`src/rtl/muldiv_unit.sv`:
```
// Iterative RV32M multiply/divide unit: shift-add multiply and restoring divide on
// operand magnitudes, one bit per cycle, with sign correction in a final FIX cycle.
module muldiv_unit #(
    parameter int WIDTH = 32
) (
    input  logic             clk,
    input  logic             reset,
    input  logic             start,
    input  logic [2:0]       funct3,
    input  logic [WIDTH-1:0] operand_a,
    input  logic [WIDTH-1:0] operand_b,
    output logic             busy,
    output logic             done,
    output logic [WIDTH-1:0] result
);

    localparam int CNT_W = $clog2(WIDTH);
    localparam logic [CNT_W-1:0] LAST_ITER = CNT_W'(WIDTH - 1);

    typedef enum logic [1:0] {
        S_IDLE = 2'd0,
        S_CALC = 2'd1,
        S_FIX  = 2'd2,
        S_DONE = 2'd3
    } state_t;

    state_t             state_q, state_d;
    logic [CNT_W-1:0]   cnt_q, cnt_d;
    logic [2:0]         op_q, op_d;
    logic               sign_a_q, sign_a_d;
    logic               sign_b_q, sign_b_d;
    logic               b_zero_q, b_zero_d;
    logic [WIDTH-1:0]   raw_a_q, raw_a_d;
    logic [WIDTH-1:0]   mag_q, mag_d;
    logic [WIDTH-1:0]   hi_q, hi_d;
    logic [WIDTH-1:0]   lo_q, lo_d;
    logic               busy_q, busy_d;
    logic               done_q, done_d;
    logic [WIDTH-1:0]   result_q, result_d;

    logic               a_signed_s, b_signed_s;
    logic [WIDTH:0]     mul_sum_s, div_shift_s, div_diff_s;
    logic [2*WIDTH-1:0] prod_s, prod_fix_s;
    logic [WIDTH-1:0]   quo_fix_s, rem_fix_s, fix_result_s;

    function automatic logic [WIDTH-1:0] magnitude(input logic [WIDTH-1:0] v,
                                                   input logic is_signed);
        if (is_signed && v[WIDTH-1]) begin
            return -v;
        end else begin
            return v;
        end
    endfunction

    // Operand signedness decoded from the requested op.
    always_comb begin
        a_signed_s = 1'b0;
        b_signed_s = 1'b0;
        case (funct3)
            3'd0, 3'd1, 3'd4, 3'd6: begin a_signed_s = 1'b1; b_signed_s = 1'b1; end
            3'd2:                   begin a_signed_s = 1'b1; b_signed_s = 1'b0; end
            default:                begin a_signed_s = 1'b0; b_signed_s = 1'b0; end
        endcase
    end

    // Datapath step and sign-corrected final result.
    always_comb begin
        mul_sum_s   = {1'b0, hi_q} + (lo_q[0] ? {1'b0, mag_q} : {(WIDTH+1){1'b0}});
        div_shift_s = {hi_q, lo_q[WIDTH-1]};
        div_diff_s  = div_shift_s - {1'b0, mag_q};
        prod_s      = {hi_q, lo_q};
        prod_fix_s  = (sign_a_q ^ sign_b_q) ? -prod_s : prod_s;
        // A zero divisor bypasses sign correction entirely.
        if (b_zero_q) begin
            quo_fix_s = {WIDTH{1'b1}};
            rem_fix_s = raw_a_q;
        end else begin
            quo_fix_s = (sign_a_q ^ sign_b_q) ? -lo_q : lo_q;
            rem_fix_s = sign_a_q ? -hi_q : hi_q;
        end
        case (op_q)
            3'd0:             fix_result_s = prod_fix_s[WIDTH-1:0];
            3'd1, 3'd2, 3'd3: fix_result_s = prod_fix_s[2*WIDTH-1:WIDTH];
            3'd4, 3'd5:       fix_result_s = quo_fix_s;
            3'd6, 3'd7:       fix_result_s = rem_fix_s;
            default:          fix_result_s = {WIDTH{1'b0}};
        endcase
    end

    // Next-state and register-update logic for the control FSM.
    always_comb begin
        state_d  = state_q;
        cnt_d    = cnt_q;
        op_d     = op_q;
        sign_a_d = sign_a_q;
        sign_b_d = sign_b_q;
        b_zero_d = b_zero_q;
        raw_a_d  = raw_a_q;
        mag_d    = mag_q;
        hi_d     = hi_q;
        lo_d     = lo_q;
        result_d = result_q;
        case (state_q)
            S_IDLE: begin
                if (start) begin
                    state_d  = S_CALC;
                    cnt_d    = {CNT_W{1'b0}};
                    op_d     = funct3;
                    sign_a_d = a_signed_s & operand_a[WIDTH-1];
                    sign_b_d = b_signed_s & operand_b[WIDTH-1];
                    b_zero_d = (operand_b == {WIDTH{1'b0}});
                    raw_a_d  = operand_a;
                    hi_d     = {WIDTH{1'b0}};
                    // lo holds the operand consumed bit by bit; mag is the one added/subtracted.
                    if (funct3[2]) begin
                        lo_d  = magnitude(operand_a, a_signed_s);
                        mag_d = magnitude(operand_b, b_signed_s);
                    end else begin
                        lo_d  = magnitude(operand_b, b_signed_s);
                        mag_d = magnitude(operand_a, a_signed_s);
                    end
                end else begin
                    state_d = S_IDLE;
                end
            end
            S_CALC: begin
                cnt_d = cnt_q + CNT_W'(1);
                if (op_q[2]) begin
                    if (!div_diff_s[WIDTH]) begin
                        hi_d = div_diff_s[WIDTH-1:0];
                        lo_d = {lo_q[WIDTH-2:0], 1'b1};
                    end else begin
                        hi_d = div_shift_s[WIDTH-1:0];
                        lo_d = {lo_q[WIDTH-2:0], 1'b0};
                    end
                end else begin
                    hi_d = mul_sum_s[WIDTH:1];
                    lo_d = {mul_sum_s[0], lo_q[WIDTH-1:1]};
                end
                if (cnt_q == LAST_ITER) begin
                    state_d = S_FIX;
                end else begin
                    state_d = S_CALC;
                end
            end
            S_FIX: begin
                state_d  = S_DONE;
                result_d = fix_result_s;
            end
            S_DONE:  state_d = S_IDLE;
            default: state_d = S_IDLE;
        endcase
        busy_d = (state_d != S_IDLE);
        done_d = (state_q == S_FIX);
    end

    // State and datapath registers with asynchronous reset.
    always_ff @(posedge clk or posedge reset) begin
        if (reset) begin
            state_q  <= S_IDLE;
            cnt_q    <= {CNT_W{1'b0}};
            op_q     <= 3'd0;
            sign_a_q <= 1'b0;
            sign_b_q <= 1'b0;
            b_zero_q <= 1'b0;
            raw_a_q  <= {WIDTH{1'b0}};
            mag_q    <= {WIDTH{1'b0}};
            hi_q     <= {WIDTH{1'b0}};
            lo_q     <= {WIDTH{1'b0}};
            busy_q   <= 1'b0;
            done_q   <= 1'b0;
            result_q <= {WIDTH{1'b0}};
        end else begin
            state_q  <= state_d;
            cnt_q    <= cnt_d;
            op_q     <= op_d;
            sign_a_q <= sign_a_d;
            sign_b_q <= sign_b_d;
            b_zero_q <= b_zero_d;
            raw_a_q  <= raw_a_d;
            mag_q    <= mag_d;
            hi_q     <= hi_d;
            lo_q     <= lo_d;
            busy_q   <= busy_d;
            done_q   <= done_d;
            result_q <= result_d;
        end
    end

    assign busy   = busy_q;
    assign done   = done_q;
    assign result = result_q;

endmodule

```
`config.mk`:
```
export PLATFORM = sky130hd
export DESIGN_NAME = muldiv_unit
export DESIGN_NICKNAME = d
export VERILOG_FILES = /design/src/rtl/muldiv_unit.sv
export SDC_FILE = /design/constraint.sdc
export NUM_CORES = 1
export LEC_CHECK = 0
export BUFFER_PORTS_ARGS = -buffer_cell sky130_fd_sc_hd__buf_4
export CAP_MARGIN = 25
export CORE_MARGIN = 2
export CORE_UTILIZATION = 57
export CTS_CLUSTER_SIZE = 24
export DETAILED_ROUTE_END_ITERATION = 8
export PLACE_DENSITY = 0.79
export SLEW_MARGIN = 5
export SYNTH_ARGS = -nofsm -noshare
export SYNTH_HDL_FRONTEND = slang
export SYNTH_SLANG_ARGS = --single-unit
```
`constraint.sdc`:
```
create_clock -name clk -period 4.7 [get_ports clk]
set_clock_uncertainty 0.05 [all_clocks]
set_input_delay 0.235 -clock clk [delete_from_list [all_inputs] [get_ports clk]]
set_output_delay 0.235 -clock clk [all_outputs]
set_load 0.02 [all_outputs]
```
==> results of run 1 <==
-- metal layers --
metal | vias to the layer above | wire length (um)
met5 | - | 0
met2 | 977 | 25600
met4 | 0 | 3360
li1 | 7513 | -
met3 | 170 | 7120
met1 | 7753 | 24200
-- worst max path at each step --
| stage | startpoint | end | slack (ns) | depth (start not counted) |
|---|---|---|---|---|
| global route | lo_q[9] | result[8] | 0.48 | 10 |
| finish | lo_q[9] | result[20] | 0.66 | 11 |
| global placement | lo_q[9] | result[8] | 0.93 | 10 |
| CTS | lo_q[9] | result[20] | 0.82 | 11 |
| detailed placement | lo_q[9] | result[20] | 0.84 | 11 |
| floorplan | lo_q[31] | hi_q[14] | 1.37 | 13 |
-- sequential cells by signal, summed over array words and instances (netlist names), 2 cells and up --
signal / flops
op_q: 3
mag_q: 32
state_q: 2
result: 32
raw_a_q: 32
hi_q: 32
cnt_q: 5
lo_q: 32
-- area by class of cell --
| class | count | area share |
|---|---|---|
| Tap cell | 341 | 0.0242 |
| Clock buffer | 17 | 0.0241 |
| Multi-Input combinational cell | 1697 | 0.603 |
| Inverter | 62 | 0.0134 |
| Timing Repair Buffer | 163 | 0.0755 |
| Clock inverter | 15 | 0.0113 |
| Sequential cell | 175 | 0.248 |
-- power groups by stage --
stage	sequential [W]	clock, W	combinational, W
after floorplan	0.00263	0	0.00773
after global placement	0.00317	0	0.0100
after detailed placement	0.00320	0	0.0101
after CTS	0.00317	0.00155	0.0102
after global routing	0.00329	0.00161	0.0114
final	0.00325	0.00156	0.0105
-- Yosys cell counts (4+ instances only) --
library cell	instances	area share
nor3_1	39	0.012
xnor2_1	110	0.061
nor2b_1	14	0.0056
mux2_2	7	0.0050
dfrtp_1	175	0.28
o31a_1	4	0.0022
a221oi_1	7	0.0039
o41ai_1	13	0.0072
o22a_1	4	0.0022
o211ai_1	38	0.018
or3_1	20	0.0079
nor4_1	16	0.0063
a21oi_1	156	0.050
o221ai_1	10	0.0056
o21ai_0	205	0.065
a21o_1	33	0.016
xor2_1	88	0.049
mux2i_1	63	0.040
nand3_1	29	0.0092
a22oi_1	20	0.0095
or2_2	13	0.0052
nand4_1	14	0.0056
and2_1	10	0.0040
a211oi_1	56	0.027
nand2_1	290	0.069
nand2b_1	18	0.0071
a31oi_1	33	0.013
a221o_1	4	0.0025
o31ai_1	22	0.010
and3_1	7	0.0028
buf_1	15	0.0036
inv_1	60	0.014
nor2_1	190	0.045
nand4b_1	4	0.0022
ha_1	70	0.056
o22ai_1	16	0.0063
o21a_1	9	0.0043
clkbuf_1	123	0.029
or4_1	10	0.0048
-- worst reg2reg max path: stages, from the launching register on --
cell      delay, ns
dfrtp_1        0.48
or4_1          0.62
nor4_1         0.38
nand4b_1       0.16
buf_4          0.19
nor2_1         0.21
nand3_1        0.55
nand2_1        0.32
o21ai_0        0.10
a211oi_1       0.45
o221ai_1       0.22
a22o_1         0.20
-- logic make-up (layout without fill, tap and decap cells) --
group	Yosys count	in the layout	synth area share
adders and majority gates	72	72	0.0581
buffers and inverters	204	257	0.0493
DFF	175	175	0.278
AOI/OAI and AO/OA	667	667	0.264
xor gates and xnor gates	198	198	0.110
muxes	70	70	0.0450
and+or+nand+nor	690	690	0.196
-- stage by stage --
step	total power [W]	hold WS [ns]	cell area, um2	std cells
2_1_floorplan	0.0104	0.281	15800	2076
3_3_place_gp	0.0132	0.363	16800	2414
3_5_place_dp	0.0133	0.373	16800	2414
4_1_cts	0.0150	0.00112	17700	2470
5_1_grt	0.0163	0.0163	17700	2470
6_report	0.0153	0.00461	17700	2470
==> results.py, run 1 <==
metrics = {
    "grt": {
        "track_usage": 0.413,
        "antenna_found_initial": 0,
        "grt_pass1_vias": 15100,
        "grtUsageMet2": 0.614,
        "use_met1": 0.553,
        "grt_overflow_total": 0,
        "grt_max_degree": 93,
        "grt_pass1_wl_um": 89600,
        "busiest_layer": "met2",
        "grt_util_met3": 0.119,
    },
    "yosys": {
        "synth-seq-cells": 175,
        "synth_seq_area_share": 0.278,
        "ys_warn_count": 0,
        "synth-async-reset-ratio": 1.00,
        "synthFlopType": "dfrtp_1",
        "synth_area_mm2": 0.0158,
        "avgSynthCellArea_um2": 7.60,
        "syn_nets": 2218,
        "synthCells": 2076,
        "yosys.cell_types.count": 77,
        "synth_edf_count": 0,
    },
    "cts": {
        "clockBufferDepth": 2,
        "cts_tree": "built",
        "cts_sinks": 175,
        "holdBufCountCts": 24,
        "cts_root_buf": "clkbuf_16",
        "clock_latency_ns": 0.46,
        "numCtsBuffers": 17,
        "clkTransAtPathRegs_ns": 0.10,
        "cts_resized": 0,
        "cts_htree_levels": 4,
        "post_cts_buffers": 0,
    },
    "setup_path": {
        "r2r_slack_ns": 0.66,
        "start_kind": "flip-flop",
        "ff2ff_path_depth": 11,
        "worstSetupPathType": "flip-flop to flip-flop",
        "crit_chain": "or4_1 > nor4_1 > nand4b_1 > buf_4 > nor2_1 > nand3_1 > nand2_1 > o21ai_0 > a211oi_1 > o221ai_1 > a22o_1",
        "crit_family": "simple AND/OR/NAND/NOR gates",
        "reg2reg_from": "lo_q[9]",
        "required_ns": 5.00,
        "slowest_stage": "or4_1",
        "arrival_ns": 4.34,
        "endpoint_kind": "flip-flop",
        "r2r_end": "result[20]",
        "path_buf_inv": 1,
        "cp_max_fo": 12,
        "slowest_delay_ns": 0.62,
    },
    "hold_path": {
        "min_to": "b_zero_q",
        "worstHoldStart": "operand_b[30]",
        "worstHoldPathCells": 3,
        "hold_path.class": "input port to flip-flop",
    },
    "final_layout": {
        "seq_area_mm2": 0.00438,
        "fillers": 2397,
        "multi_input_area_mm2": 0.0107,
        "n_antenna_cell": 0,
        "area_delta_synth_final_pct": 12.0,
        "final_cell_mix": "nand2_1, o21ai_0, nor2_1, dfrtp_1, a21oi_1",
        "final_common_cell": "nand2_1",
        "nets": 2258,
        "layout-drive-gt1-share": 0.101,
        "post-route-util": 0.654,
    },
    "timing": {
        "fin_setup_tns_ns": 0,
        "hold_viol": 0,
        "setup_ws_ns": 0.658,
        "max_freq_ghz": 0.247,
        "slew_headroom": 0.296,
        "drv_slew": 0,
        "rsz0062_at_grt": "false",
        "finalSetupViolations": 0,
        "period_minus_slack_ns": 4.04,
        "finalCritPeriodShare": 0.860,
        "worst_slew_pin_slew_ns": 1.06,
    },
    "floorplanning": {
        "core-area_mm2": 0.0270,
        "die_w_um": 170,
        "io_pins": 104,
        "fp.dieH_um": 170,
        "rows": 60,
        "start_util": 0.584,
        "dieArea_mm2": 0.0290,
    },
    "placed_design": {
        "place_ws_ns": 0.840,
        "dpl.hpwl_um": 45900,
        "gp_congestion": 1.04,
        "io_buffers": 103,
    },
    "route": {
        "wl_um": 60200,
        "drt_iter0_drc": 2148,
        "drtPass1Iterations": 8,
        "ant_nets": 0,
        "wl_per_cell_um": 24.4,
        "routed_via_density": 6.64,
        "num_vias": 16400,
        "drc": 0,
    },
    "power_and_ir_drop": {
        "p_comb_frac": 0.686,
        "vdd_ir_drop_max_mv": 0.543,
        "power_frac_seq": 0.212,
        "p_switching_w": 0.00830,
        "p_int_w": 0.00704,
        "power_density_mw_per_mm2": 869,
        "p_sw_frac": 0.541,
        "power_leakage_nw": 7.58,
        "clkPwrFrac": 0.102,
    },
    "job": {
        "maxCapViolations": 0,
    },
    "outcome": {
        "status": "finished, final reports clean",
    },
}
Power figures use the tool's default switching activity.
==> run 2, diff against run 1 <==
Settings changed: PLACE_DENSITY 0.79 to default, PLACE_DENSITY_LB_ADDON from default to 0.12.
==> results.py, run 2 (synthesis gave the netlist of run 1 again) <==
metrics = {
    "route": {
        "drtPass1Iterations": 8,
        "routed_via_density": 6.65,
        "drt_iter0_drc": 1886,
        "wl_um": 59100,
        "drc": 0,
        "ant_nets": 0,
        "wl_per_cell_um": 23.9,
        "num_vias": 16500,
    },
    "setup_path": {
        "slowest_delay_ns": 0.58,
        "required_ns": 4.99,
        "start_kind": "flip-flop",
        "path_buf_inv": 1,
        "crit_chain": "inv_1 > fa_1 > nor2b_1 > o31ai_1 > a211oi_1 > o21ai_0 > o31ai_1 > a311oi_1 > xnor2_1 > mux2i_1 > nor2_1 > a221o_1",
        "slowest_stage": "o31ai_1",
        "arrival_ns": 4.29,
        "cpMostUsedCell": "o31ai_1",
        "endpoint_kind": "flip-flop",
        "worstSetupPathType": "flip-flop to flip-flop",
        "crit_family": "compound AO/OA/AOI/OAI gates",
        "cp_max_fo": 9,
    },
    "power_and_ir_drop": {
        "p_int_w": 0.00699,
        "p_comb_frac": 0.694,
        "p_switching_w": 0.00821,
        "p_sw_frac": 0.540,
        "power_frac_seq": 0.211,
        "vdd_ir_drop_max_mv": 0.419,
        "clkPwrFrac": 0.094,
        "power_leakage_nw": 7.56,
        "power_density_mw_per_mm2": 863,
    },
    "floorplanning": {
        "die_w_um": 170,
        "rows": 60,
        "core-area_mm2": 0.0270,
        "io_pins": 104,
        "fp.dieH_um": 170,
        "start_util": 0.584,
        "dieArea_mm2": 0.0290,
    },
    "final_layout": {
        "final_common_cell": "nand2_1",
        "post-route-util": 0.652,
        "n_antenna_cell": 0,
        "final_cell_mix": "nand2_1, o21ai_0, nor2_1, dfrtp_1, a21oi_1",
        "nets": 2262,
        "area_delta_synth_final_pct": 11.7,
        "layout-drive-gt1-share": 0.0999,
    },
    "timing": {
        "drv_slew": 0,
        "rsz0062_at_grt": "false",
        "finalSetupViolations": 0,
        "period_minus_slack_ns": 4.00,
        "finalCritPeriodShare": 0.852,
        "slew_headroom": 0.312,
        "fin_setup_tns_ns": 0,
        "worst_slew_pin_slew_ns": 1.03,
        "setup_ws_ns": 0.696,
        "hold_viol": 0,
        "max_freq_ghz": 0.250,
    },
    "cts": {
        "cts_resized": 0,
        "clock_latency_ns": 0.46,
        "cts_sinks": 175,
        "clockBufferDepth": 2,
        "cts_htree_levels": 4,
        "numCtsBuffers": 17,
        "cts_tree": "built",
        "cts_root_buf": "clkbuf_16",
        "clkTransAtPathRegs_ns": 0.07,
    },
    "grt": {
        "grt_max_degree": 134,
        "track_usage": 0.411,
        "antenna_found_initial": 1,
        "grt_pass1_wl_um": 90000,
        "grt_pass1_vias": 15300,
        "grt_overflow_total": 0,
    },
    "placed_design": {
        "io_buffers": 103,
        "place_ws_ns": 0.876,
        "gp_congestion": 1.01,
        "dpl.hpwl_um": 45200,
    },
    "hold_path": {
        "hold_path.class": "input port to flip-flop",
    },
    "job": {
        "maxCapViolations": 0,
    },
    "outcome": {
        "status": "finished, final reports clean",
    },
}
-- run 2: cell types whose count changed in the layout (fill, tap and decap cells not counted), moves of 3 or more --
cell	delta
clkinv_8	-4
buf_12	-3
inv_12	-4
dlygate4sd3_1	+5
inv_6	+5
-- run 2: layout make-up --
type	count	area [um2]
clock buffer	20	457
inverter	62	236
timing repair buffer	167	1340
tap	341	427
clock inverter	12	113
multi-input combinational	1697	10700
sequential	175	4380
fill	2444	9420
-- run 2: tightest hold or removal path, stage by stage --
cell,delay (ns)
buf_4,0.14
nand2_1,0.06
nand2_1,0.05
-- run 2: power groups by stage --
stage                     logic, W  registers [W]  clock network, W
after global routing        0.0114        0.00326           0.00150
after CTS                   0.0103        0.00315           0.00144
after floorplan            0.00773        0.00263                 0
after detailed placement    0.0102        0.00318                 0
after global placement      0.0100        0.00315                 0
final                       0.0106        0.00321           0.00143
-- run 2: path summary, 6_finish.rpt --
kind,start,end,slack (ns),cells past startpoint
max,hi_q[0],hi_q[26],0.70,12
max in group asynchronous,reset,b_zero_q,3.41,4
min reg2reg,result[12],result[12],0.43,2
min,operand_a[24],raw_a_q[24],0.008,3
min in group asynchronous,reset,cnt_q[0],0.42,4
max reg2reg,hi_q[0],hi_q[26],0.70,12
-- run 2: metrics by stage --
| step | cells | total power, W | hold slack (ns) | instance area, um2 |
|---|---|---|---|---|
| 2_1_floorplan | 2076 | 0.0104 | 0.281 | 15800 |
| 3_3_place_gp | 2413 | 0.0132 | 0.411 | 16800 |
| 3_5_place_dp | 2413 | 0.0134 | 0.412 | 16800 |
| 4_1_cts | 2474 | 0.0148 | 0.00160 | 17600 |
| 5_1_grt | 2474 | 0.0162 | 0.0285 | 17600 |
| 6_report | 2474 | 0.0152 | 0.00755 | 17600 |
-- run 2: timing repair --
item                      in CTS  in global routing
setup buffers                  0                  0
hold endpoints to repair      71                  0
hold buffers                  29                  0
-- run 2: metal layers --
metal / part of all wire / wire, um / global-route usage / vias up
met3: 0.11 / 6270 / 0.115 / 200
met4: 0.050 / 2970 / 0.192 / 2
met1: 0.40 / 23400 / 0.522 / 7841
met2: 0.45 / 26400 / 0.647 / 900
met5: 0.00025 / 15 / 0 / -
li1: - / - / - / 7521
